--- config.mk ---
export PLATFORM = sky130hd
export DESIGN_NAME = mem_stage_ctrl_flat
export DESIGN_NICKNAME = d
export VERILOG_FILES = /design/src/rtl/mem_stage_ctrl_if.sv /design/src/rtl/mem_stage_ctrl.sv /design/src/flat_wrapper.sv
export SDC_FILE = /design/constraint.sdc
export NUM_CORES = 1
export LEC_CHECK = 0
export CORE_ASPECT_RATIO = 0.75
export CORE_MARGIN = 8
export CORE_UTILIZATION = 36
export DETAILED_ROUTE_END_ITERATION = 12
export PLACE_DENSITY = 0.85
export SYNTH_ARGS = -nofsm -noshare
export SYNTH_HDL_FRONTEND = slang
export SYNTH_SLANG_ARGS = --single-unit
export TNS_END_PERCENT = 30
--- constraint.sdc ---
create_clock -name clk -period 2.4 [get_ports clk]
set_input_delay 0.36 -clock clk [delete_from_list [all_inputs] [get_ports clk]]
set_output_delay 0.36 -clock clk [all_outputs]
set_load 0.05 [all_outputs]
--- src/rtl/mem_stage_ctrl_if.sv ---
// MEM-stage bundle: latched MEM fields, data-memory port, MEM->WB register and forwarding.
// master drives the MEM fields and memory/WB responses; slave is the MEM-stage controller.
interface mem_stage_ctrl_if;
  logic        mem_valid;
  logic        dmem_we;
  logic        rf_we;
  logic        bypass_rdc_valid;
  logic [31:0] rt;
  logic [31:0] alu_result;
  logic [4:0]  rdc_mem;
  logic [1:0]  rd_mux_sel;
  logic [31:0] lo;
  logic [31:0] hi;
  logic        mem_allowin;
  logic        dmem_req;
  logic        dmem_wr;
  logic [31:0] dmem_addr;
  logic [31:0] dmem_wdata;
  logic        dmem_ready;
  logic [31:0] dmem_rdata;
  logic        wb_allowin;
  logic        wb_valid;
  logic        wb_rf_we;
  logic        wb_bypass_rdc_valid;
  logic [4:0]  wb_rdc;
  logic [31:0] wb_data;
  logic        fwd_valid;
  logic        fwd_data_ok;
  logic [31:0] fwd_data;

  modport master (
    output mem_valid, dmem_we, rf_we, bypass_rdc_valid, rt, alu_result, rdc_mem, rd_mux_sel,
    output lo, hi, dmem_ready, dmem_rdata, wb_allowin,
    input  mem_allowin, dmem_req, dmem_wr, dmem_addr, dmem_wdata,
    input  wb_valid, wb_rf_we, wb_bypass_rdc_valid, wb_rdc, wb_data,
    input  fwd_valid, fwd_data_ok, fwd_data
  );

  modport slave (
    input  mem_valid, dmem_we, rf_we, bypass_rdc_valid, rt, alu_result, rdc_mem, rd_mux_sel,
    input  lo, hi, dmem_ready, dmem_rdata, wb_allowin,
    output mem_allowin, dmem_req, dmem_wr, dmem_addr, dmem_wdata,
    output wb_valid, wb_rf_we, wb_bypass_rdc_valid, wb_rdc, wb_data,
    output fwd_valid, fwd_data_ok, fwd_data
  );
endinterface

--- src/rtl/mem_stage_ctrl.sv ---
// MEM-stage controller: data-memory access over req/ready, write-back select, MEM->WB register
// and MEM-stage forwarding source.
module mem_stage_ctrl (
  input logic             clk,
  input logic             rst_n,
  mem_stage_ctrl_if.slave bus
);

  typedef enum logic [1:0] {
    StIdle = 2'd0,
    StReq  = 2'd1,
    StHold = 2'd2
  } state_e;

  state_e      r_state, w_state_nxt;
  logic [31:0] r_hold, w_hold_nxt;
  logic        r_wb_valid, r_wb_rf_we, r_wb_bypass;
  logic [4:0]  r_wb_rdc;
  logic [31:0] r_wb_data;

  logic        w_is_load, w_is_mem, w_in_hold, w_ready_go, w_wb_load;
  logic [31:0] w_load_data, w_result;

  assign w_is_load   = bus.rf_we & (bus.rd_mux_sel == 2'b01);
  assign w_is_mem    = bus.dmem_we | w_is_load;
  assign w_in_hold   = (r_state == StHold);
  assign w_ready_go  = !w_is_mem | w_in_hold | bus.dmem_ready;
  assign w_load_data = w_in_hold ? r_hold : bus.dmem_rdata;
  assign w_wb_load   = bus.wb_allowin & bus.mem_valid & w_ready_go;

  always_comb begin
    w_result = bus.alu_result;
    case (bus.rd_mux_sel)
      2'b00:   w_result = bus.alu_result;
      2'b01:   w_result = w_load_data;
      2'b10:   w_result = bus.lo;
      default: w_result = bus.hi;
    endcase
  end

  // No request from HOLD: the access already completed, re-issuing would duplicate a store.
  assign bus.dmem_req    = rst_n & bus.mem_valid & w_is_mem & !w_in_hold;
  assign bus.dmem_wr     = bus.dmem_we;
  assign bus.dmem_addr   = bus.alu_result;
  assign bus.dmem_wdata  = bus.rt;
  assign bus.mem_allowin = !bus.mem_valid | (w_ready_go & bus.wb_allowin);
  assign bus.fwd_valid   = bus.mem_valid & bus.rf_we & bus.bypass_rdc_valid;
  assign bus.fwd_data_ok = w_ready_go;
  assign bus.fwd_data    = w_result;

  always_comb begin
    w_state_nxt = r_state;
    w_hold_nxt  = r_hold;
    unique case (r_state)
      StIdle: begin
        if (bus.mem_valid & w_is_mem) begin
          if (!bus.dmem_ready) begin
            w_state_nxt = StReq;
          end else if (!bus.wb_allowin) begin
            w_state_nxt = StHold;
            w_hold_nxt  = bus.dmem_rdata;
          end
        end
      end
      StReq: begin
        if (bus.dmem_ready) begin
          if (bus.wb_allowin) begin
            w_state_nxt = StIdle;
          end else begin
            w_state_nxt = StHold;
            w_hold_nxt  = bus.dmem_rdata;
          end
        end
      end
      StHold: begin
        if (bus.wb_allowin) w_state_nxt = StIdle;
      end
      default: w_state_nxt = StIdle;
    endcase
  end

  always_ff @(posedge clk or negedge rst_n) begin
    if (!rst_n) begin
      r_state <= StIdle;
      r_hold  <= 32'h0;
    end else begin
      r_state <= w_state_nxt;
      r_hold  <= w_hold_nxt;
    end
  end

  always_ff @(posedge clk or negedge rst_n) begin
    if (!rst_n) begin
      r_wb_valid  <= 1'b0;
      r_wb_rf_we  <= 1'b0;
      r_wb_bypass <= 1'b0;
      r_wb_rdc    <= 5'd0;
      r_wb_data   <= 32'h0;
    end else begin
      if (bus.wb_allowin) r_wb_valid <= bus.mem_valid & w_ready_go;
      if (w_wb_load) begin
        r_wb_rf_we  <= bus.rf_we;
        r_wb_bypass <= bus.bypass_rdc_valid;
        r_wb_rdc    <= bus.rdc_mem;
        r_wb_data   <= w_result;
      end
    end
  end

  assign bus.wb_valid            = r_wb_valid;
  assign bus.wb_rf_we            = r_wb_rf_we;
  assign bus.wb_bypass_rdc_valid = r_wb_bypass;
  assign bus.wb_rdc              = r_wb_rdc;
  assign bus.wb_data             = r_wb_data;

endmodule

--- src/flat_wrapper.sv ---
// flat-port wrapper written by rule: the top's interface ports become plain ports
module mem_stage_ctrl_flat 
  (clk, rst_n, bus_mem_valid, bus_dmem_we, bus_rf_we, bus_bypass_rdc_valid, bus_rt, bus_alu_result, bus_rdc_mem, bus_rd_mux_sel, bus_lo, bus_hi, bus_dmem_ready, bus_dmem_rdata, bus_wb_allowin, bus_mem_allowin, bus_dmem_req, bus_dmem_wr, bus_dmem_addr, bus_dmem_wdata, bus_wb_valid, bus_wb_rf_we, bus_wb_bypass_rdc_valid, bus_wb_rdc, bus_wb_data, bus_fwd_valid, bus_fwd_data_ok, bus_fwd_data);
  mem_stage_ctrl_if bus_i ();
  input logic clk;
  input logic rst_n;
  input wire logic [$bits(bus_i.mem_valid)-1:0] bus_mem_valid;
  input wire logic [$bits(bus_i.dmem_we)-1:0] bus_dmem_we;
  input wire logic [$bits(bus_i.rf_we)-1:0] bus_rf_we;
  input wire logic [$bits(bus_i.bypass_rdc_valid)-1:0] bus_bypass_rdc_valid;
  input wire logic [$bits(bus_i.rt)-1:0] bus_rt;
  input wire logic [$bits(bus_i.alu_result)-1:0] bus_alu_result;
  input wire logic [$bits(bus_i.rdc_mem)-1:0] bus_rdc_mem;
  input wire logic [$bits(bus_i.rd_mux_sel)-1:0] bus_rd_mux_sel;
  input wire logic [$bits(bus_i.lo)-1:0] bus_lo;
  input wire logic [$bits(bus_i.hi)-1:0] bus_hi;
  input wire logic [$bits(bus_i.dmem_ready)-1:0] bus_dmem_ready;
  input wire logic [$bits(bus_i.dmem_rdata)-1:0] bus_dmem_rdata;
  input wire logic [$bits(bus_i.wb_allowin)-1:0] bus_wb_allowin;
  output wire logic [$bits(bus_i.mem_allowin)-1:0] bus_mem_allowin;
  output wire logic [$bits(bus_i.dmem_req)-1:0] bus_dmem_req;
  output wire logic [$bits(bus_i.dmem_wr)-1:0] bus_dmem_wr;
  output wire logic [$bits(bus_i.dmem_addr)-1:0] bus_dmem_addr;
  output wire logic [$bits(bus_i.dmem_wdata)-1:0] bus_dmem_wdata;
  output wire logic [$bits(bus_i.wb_valid)-1:0] bus_wb_valid;
  output wire logic [$bits(bus_i.wb_rf_we)-1:0] bus_wb_rf_we;
  output wire logic [$bits(bus_i.wb_bypass_rdc_valid)-1:0] bus_wb_bypass_rdc_valid;
  output wire logic [$bits(bus_i.wb_rdc)-1:0] bus_wb_rdc;
  output wire logic [$bits(bus_i.wb_data)-1:0] bus_wb_data;
  output wire logic [$bits(bus_i.fwd_valid)-1:0] bus_fwd_valid;
  output wire logic [$bits(bus_i.fwd_data_ok)-1:0] bus_fwd_data_ok;
  output wire logic [$bits(bus_i.fwd_data)-1:0] bus_fwd_data;
  assign bus_i.mem_valid = bus_mem_valid;
  assign bus_i.dmem_we = bus_dmem_we;
  assign bus_i.rf_we = bus_rf_we;
  assign bus_i.bypass_rdc_valid = bus_bypass_rdc_valid;
  assign bus_i.rt = bus_rt;
  assign bus_i.alu_result = bus_alu_result;
  assign bus_i.rdc_mem = bus_rdc_mem;
  assign bus_i.rd_mux_sel = bus_rd_mux_sel;
  assign bus_i.lo = bus_lo;
  assign bus_i.hi = bus_hi;
  assign bus_i.dmem_ready = bus_dmem_ready;
  assign bus_i.dmem_rdata = bus_dmem_rdata;
  assign bus_i.wb_allowin = bus_wb_allowin;
  assign bus_mem_allowin = bus_i.mem_allowin;
  assign bus_dmem_req = bus_i.dmem_req;
  assign bus_dmem_wr = bus_i.dmem_wr;
  assign bus_dmem_addr = bus_i.dmem_addr;
  assign bus_dmem_wdata = bus_i.dmem_wdata;
  assign bus_wb_valid = bus_i.wb_valid;
  assign bus_wb_rf_we = bus_i.wb_rf_we;
  assign bus_wb_bypass_rdc_valid = bus_i.wb_bypass_rdc_valid;
  assign bus_wb_rdc = bus_i.wb_rdc;
  assign bus_wb_data = bus_i.wb_data;
  assign bus_fwd_valid = bus_i.fwd_valid;
  assign bus_fwd_data_ok = bus_i.fwd_data_ok;
  assign bus_fwd_data = bus_i.fwd_data;
  mem_stage_ctrl u_core (.clk(clk), .rst_n(rst_n), .bus(bus_i));
endmodule
==> impl_metrics.py, run 1 <==
metrics = {
    "setup_path": {
        "path_buf_inv": 2,
        "cp.depth": 5,
        "worstPathArrival_ns": 1.95,
        "worstSetupPathType": "reg2out",
        "slowest_stage": "dfrtp_1",
        "max_stage_delay_ns": 0.44,
        "path_max_fanout": 18,
        "r2r-start": "u_core.r_state[1]$_DFFE_PN0P_",
        "crit_end": "bus_fwd_data[4]",
        "critPathLaunch": "u_core.r_state[1]$_DFFE_PN0P_",
        "cp-start-kind": "flop",
        "reg2reg_slack_ns": 0.51,
        "cp.required_ns": 2.04,
        "r2r_cells": 5,
        "path_cells": "nor2b_4, buf_6, mux2i_1, o221ai_1, buf_12",
        "critPathTopFamily": "flip-flops",
        "cp-end-kind": "output pin",
        "worstReg2RegEnd": "u_core.bus.wb_data[27]$_DFFE_PN0P_",
    },
    "sta": {
        "whs_ns": 0.300,
        "setup_viol": 0,
        "rsz0062_at_grt": "no",
        "slew_viol_final": 0,
        "setup_tns_ns": 0,
        "hold_viol_final": 0,
        "slew_headroom": 0.363,
        "finalCritPeriodShare": 0.961,
        "max_freq_ghz": 0.433,
        "tightest_slew_ns": 0.956,
        "finClkSkew_ns": 0.00759,
        "finalCriticalPeriod_ns": 2.31,
    },
    "routing": {
        "viasPerCell": 5.04,
        "wire_per_inst_um": 21.4,
        "route.detailed.drc": 0,
        "vias": 3748,
        "drtIter0Drc": 139,
        "drt_first_pass_iters": 4,
        "finalWirelength_um": 15900,
        "drtAntennaViolNets": 0,
    },
    "grt": {
        "grt-ovfl-total": 0,
        "grt_max_degree": 75,
        "grt_pass1_vias": 4382,
        "grt_pass1_wl_um": 24200,
        "grt_antenna_before_repair": 0,
        "groute.usage.overall": 0.192,
    },
    "placement": {
        "dp_hpwl_um": 12900,
        "numPlacedInstances": 727,
        "placed_area_um2": 7000,
        "place.gp.congestion": 0.825,
        "portBuffers": 251,
    },
    "clock_tree": {
        "clockBufferDepth": 2,
        "cts_tree": "done",
        "cts_setup_buffers": 0,
        "cts_buffers": 9,
        "clk_pin_slew_ns": 0.06,
        "htreeDepth": 3,
        "clk_latency_ns": 0.32,
        "cts_sinks": 74,
        "postCtsHoldBufs": 0,
        "cts-root-buf": "clkbuf_16",
    },
    "status": {
        "run_status": "finished, final reports clean",
    },
    "power_and_ir_drop": {
        "power_frac_comb": 0.448,
        "pwr-share-clk": 0.241,
        "pwr-share-seq": 0.311,
        "netSwitchingFraction": 0.371,
        "power_leakage_nw": 3.03,
        "p_int_w": 0.00355,
        "power_density_nw_per_um2": 770,
        "p_switching_w": 0.00209,
        "vdd_ir_drop_max_mv": 0.453,
    },
    "final_layout": {
        "multi_input_area_um2": 1990,
        "drive_above_1_share": 0.276,
        "area_delta_synth_final_pct": 64.0,
        "design_area_um2": 7330,
        "regArea_um2": 1850,
        "num_antenna_cells": 0,
        "n_fill_cell": 948,
        "fin_util": 0.600,
        "fin_cells": 743,
        "finalNetCount": 747,
    },
    "floorplan": {
        "core_um2": 12200,
        "rows": 35,
        "start_util": 0.366,
        "dieArea_um2": 16300,
        "chipHeight_um": 112,
        "die_w_um": 145,
        "top_level_ports": 316,
    },
    "yosys": {
        "syn_nets": 558,
        "syn_area_per_cell_um2": 11.7,
        "synth_warnings": 0,
        "seq_area_frac_synth": 0.415,
        "synth_cells": 383,
        "yosysUniqueCellTypes": 23,
        "ys_ff_latch": 74,
        "netlist_area_um2": 4470,
    },
    "worst_hold_path": {
        "hp-class": "in2async",
    },
    "run": {
        "maxCapViolations": 0,
    },
}
## cells in the final DEF, fill, tap and decap left out, drive strengths merged
| master | count |
|---|---|
| buf | 70 |
| o221ai | 32 |
| dfrtp | 74 |
| a21o | 3 |
| nor3 | 3 |
| o311a | 1 |
| nand2b | 1 |
| and3 | 1 |
| and2 | 1 |
| nand2 | 33 |
| clkinvlp | 2 |
| mux2 | 71 |
| clkdlybuf4s50 | 199 |
| mux2i | 64 |
| nor4b | 1 |
| inv | 2 |
| clkinv | 1 |
| o21ai | 1 |
| nor2b | 2 |
| clkbuf | 12 |
| a21oi | 1 |
| a31oi | 1 |
| bufinv | 1 |
## area by class of cell
| class | count | share of cell area |
|---|---|---|
| timing repair buffer | 269 | 0.404 |
| multi-input combinational | 216 | 0.272 |
| sequential | 74 | 0.253 |
| clock buffer | 12 | 0.0350 |
| tap | 166 | 0.0284 |
| clock inverter | 4 | 0.00683 |
| inverter | 2 | 0.00102 |
## synth_stat cells
library cell  instances  area share
dfrtp_1              74        0.41
o21ai_0               1      0.0011
mux2_2               68        0.17
nand2_1              33       0.028
inv_1                 2      0.0017
nor3_1                3      0.0034
a31oi_1               1      0.0014
nor4b_4               1      0.0053
o311a_1               1      0.0022
buf_4                70        0.12
buf_6                 3      0.0076
a21o_1                3      0.0050
buf_2                 8      0.0090
o221ai_1             32       0.063
clkbuf_1             10      0.0084
and2_1                1      0.0014
mux2_1                3      0.0076
and3_1                1      0.0014
nor2b_4               1      0.0031
mux2i_1              64        0.14
a21oi_1               1      0.0011
nand2b_1              1      0.0014
nor2b_1               1      0.0014
## worst register-to-register path, stage by stage (launching register included)
cell	delay, ns
dfrtp_1	0.44
nor2b_4	0.20
buf_6	0.23
o311a_2	0.27
buf_4	0.25
mux2_2	0.38
## metrics by stage
step                      setup slack (ns)  total power (W)
after CTS                           0.0146          0.00571
final                               0.0932          0.00564
after floorplan                     0.0688          0.00337
after global placement              0.0998          0.00424
after global routing                0.0128          0.00589
after detailed placement            0.0258          0.00431
## power groups by stage
stage                     clock, W  sequential (W)  combinational (W)
after floorplan                  0         0.00228            0.00108
after global placement           0         0.00175            0.00249
final                      0.00136         0.00175            0.00253
after detailed placement         0         0.00177            0.00254
after global routing       0.00146         0.00180            0.00264
after CTS                  0.00140         0.00175            0.00255
## sequential cells by signal (all words and copies together) (netlist names)
register                        cells
u_core.bus.wb_data                 32
u_core.r_hold                      32
u_core.bus.wb_rdc                   5
u_core.r_state                      2
u_core.bus.wb_bypass_rdc_valid      1
u_core.bus.wb_rf_we                 1
u_core.bus.wb_valid                 1
## per-layer routing
layer  vias up  global-route usage  wire, um
met5         -                   0         0
met4         0              0.0733       502
met3        40              0.0734      1550
met2       171               0.349      8310
met1      1822               0.195      5520
li1       1715                   -         -
## logic make-up after synthesis
family | Yosys count | synth area share
buffers and inverters | 93 | 0.144
AOI/OAI and AO/OA | 39 | 0.0737
DFF | 74 | 0.415
muxes | 135 | 0.322
and+or+nand+nor | 42 | 0.0451
## worst min path at each step
stage | cells after the start | from | endpoint | slack (ns)
floorplan | 0 | rst_n | u_core.bus.wb_bypass_rdc_valid$_DFFE_PN0P_ | 0.06
global placement | 1 | u_core.bus.wb_valid$_DFFE_PN0P_ | u_core.bus.wb_valid$_DFFE_PN0P_ | 0.47
detailed placement | 1 | u_core.bus.wb_valid$_DFFE_PN0P_ | u_core.bus.wb_valid$_DFFE_PN0P_ | 0.47
CTS | 2 | rst_n | u_core.bus.wb_data[27]$_DFFE_PN0P_ | 0.34
global route | 2 | rst_n | u_core.r_state[0]$_DFFE_PN0P_ | 0.38
finish | 2 | rst_n | u_core.r_hold[28]$_DFFE_PN0P_ | 0.30
## repair_timing
| action | in CTS | in global routing |
|---|---|---|
| setup endpoints to repair | 2 | 15 |
| cloned | 0 | 0 |
| resized for setup | 2 | 2 |
Note: power is estimated with default switching activity, not from simulation.
==> inputs of run 2 (changes only) <==
- SLEW_MARGIN: default -> 20
==> results of run 2 <==
The final DEF is identical to that of run 1; final timing and power are the same.
==> RTL change, RTL diff (settings of run 1) <==
Re-encode `state_e` (3 states) as one-hot, 3 bits wide.
--- a/src/rtl/mem_stage_ctrl.sv
+++ b/src/rtl/mem_stage_ctrl.sv
@@ -6,10 +6,10 @@
   mem_stage_ctrl_if.slave bus
 );
 
-  typedef enum logic [1:0] {
-    StIdle = 2'd0,
-    StReq  = 2'd1,
-    StHold = 2'd2
+  typedef enum logic [2:0] {
+    StIdle = 3'b001,
+    StReq  = 3'b010,
+    StHold = 3'b100
   } state_e;
 
   state_e      r_state, w_state_nxt;
Function: same outputs for any inputs over 4 cycles, from zero or initial values and one cycle with rst_n low; so few cycles prove little.
==> RTL change against run 1 <==
- synthesized area increased by 5.7%
- worst hold slack got worse by 0.015 ns
- power decreased by 0.44%
- sequential share of layout area decreased by 0.28 points
- wire length increased by 12%
- global-route usage increased by 0.54 points
- design area increased by 2.6%
- setup slack got worse by 0.0052 ns
- sequential cell count increased by 1
- first-iteration DRC count increased by 49%
- largest cell class unchanged
==> RTL change: results <==
[status]
status = finished clean

[setup_path]
crit_family = buffers and inverters
r2r_setup_slack_ns = 0.30
cp_slowest_cell = dfrtp_1
worstPathMaxFanout = 20
rr_endpoint = u_core.r_hold[12]
cp-endpoint = bus_fwd_data[10]
rr_startpoint = u_core.r_state[0]
reg2regPathDepth = 3

[global_route]
gr-usage-met3_pct = 7.08
met2_usage_pct = 35.9
antenna_found_initial = 1
grt_pass1_wl_um = 26600
grt_pass1_vias = 4838
grtUsageTotal_pct = 19.8
grt_max_degree = 76

[placement]
dp_worst_setup_slack_ns = -0.149
dp.cells = 813
dp_hpwl_um = 13900
place_congestion = 0.873
placed_cell_area_mm2 = 0.00714

[route]
wl_um = 17800
wl_met2_um = 9000
wl_per_cell_um = 21.5
drtIter0Drc = 207
met3WireLength_um = 1610
vias_per_cell = 5.29
dr.pass1.iters = 5

[logic_synthesis]
ys_async_sr_fraction_pct = 100
syn_nets = 641
synth_compound_area_share_pct = 13.7
ys_seq_area_share_pct = 39.8
postSynthAreaPerCell_um2 = 10.1
synth_area_leaders = dfrtp_1 39%, mux2_4 12%, buf_4 10%

[timing]
fmax_mhz = 433
fin_worst_skew_ns = 0.00563
worst_slew_pin_slew_ns = 1.11
whs_ns = 0.285

[power_and_ir_drop]
p_comb_share_pct = 42.4
netSwitchingFraction_pct = 36.3
p_per_area_mw_per_mm2 = 747
peakVddDrop_mv = 0.366
p_seq_mw = 1.79
power_leakage_nw = 3.12

[cells_and_area]
drive_gt1_share_pct = 28.2
fill_cells = 1041
fin_nets = 828
==> RTL change: changes by cell type in the layout (fill, tap and decap cells not counted), sizes merged, moves of 29 or more <==
| cell | run 1 | this run |
|---|---|---|
| nor2 | 0 | 34 |
| o221ai | 32 | 0 |
| a21oi | 1 | 33 |
| nand2 | 33 | 4 |
| mux2i | 64 | 1 |
| o21a | 0 | 31 |
| nand3 | 0 | 63 |
| a31oi | 1 | 30 |
==> RTL change: cells by family after synthesis <==
family	Yosys count
flops	75
simple gates	112
mux	72
compound gates	103
buf+inv	104
==> RTL change: cell type report <==
cell class | count | area (um2) | area share [%]
timing repair buffer | 277 | 2790 | 37.2
multi-input combinational | 287 | 2300 | 30.6
sequential | 75 | 1880 | 25.0
clock buffer | 11 | 243 | 3.23
tap | 171 | 214 | 2.85
clock inverter | 4 | 73.8 | 0.983
inverter | 3 | 11.3 | 0.150
antenna | 1 | 2.50 | 0.0333
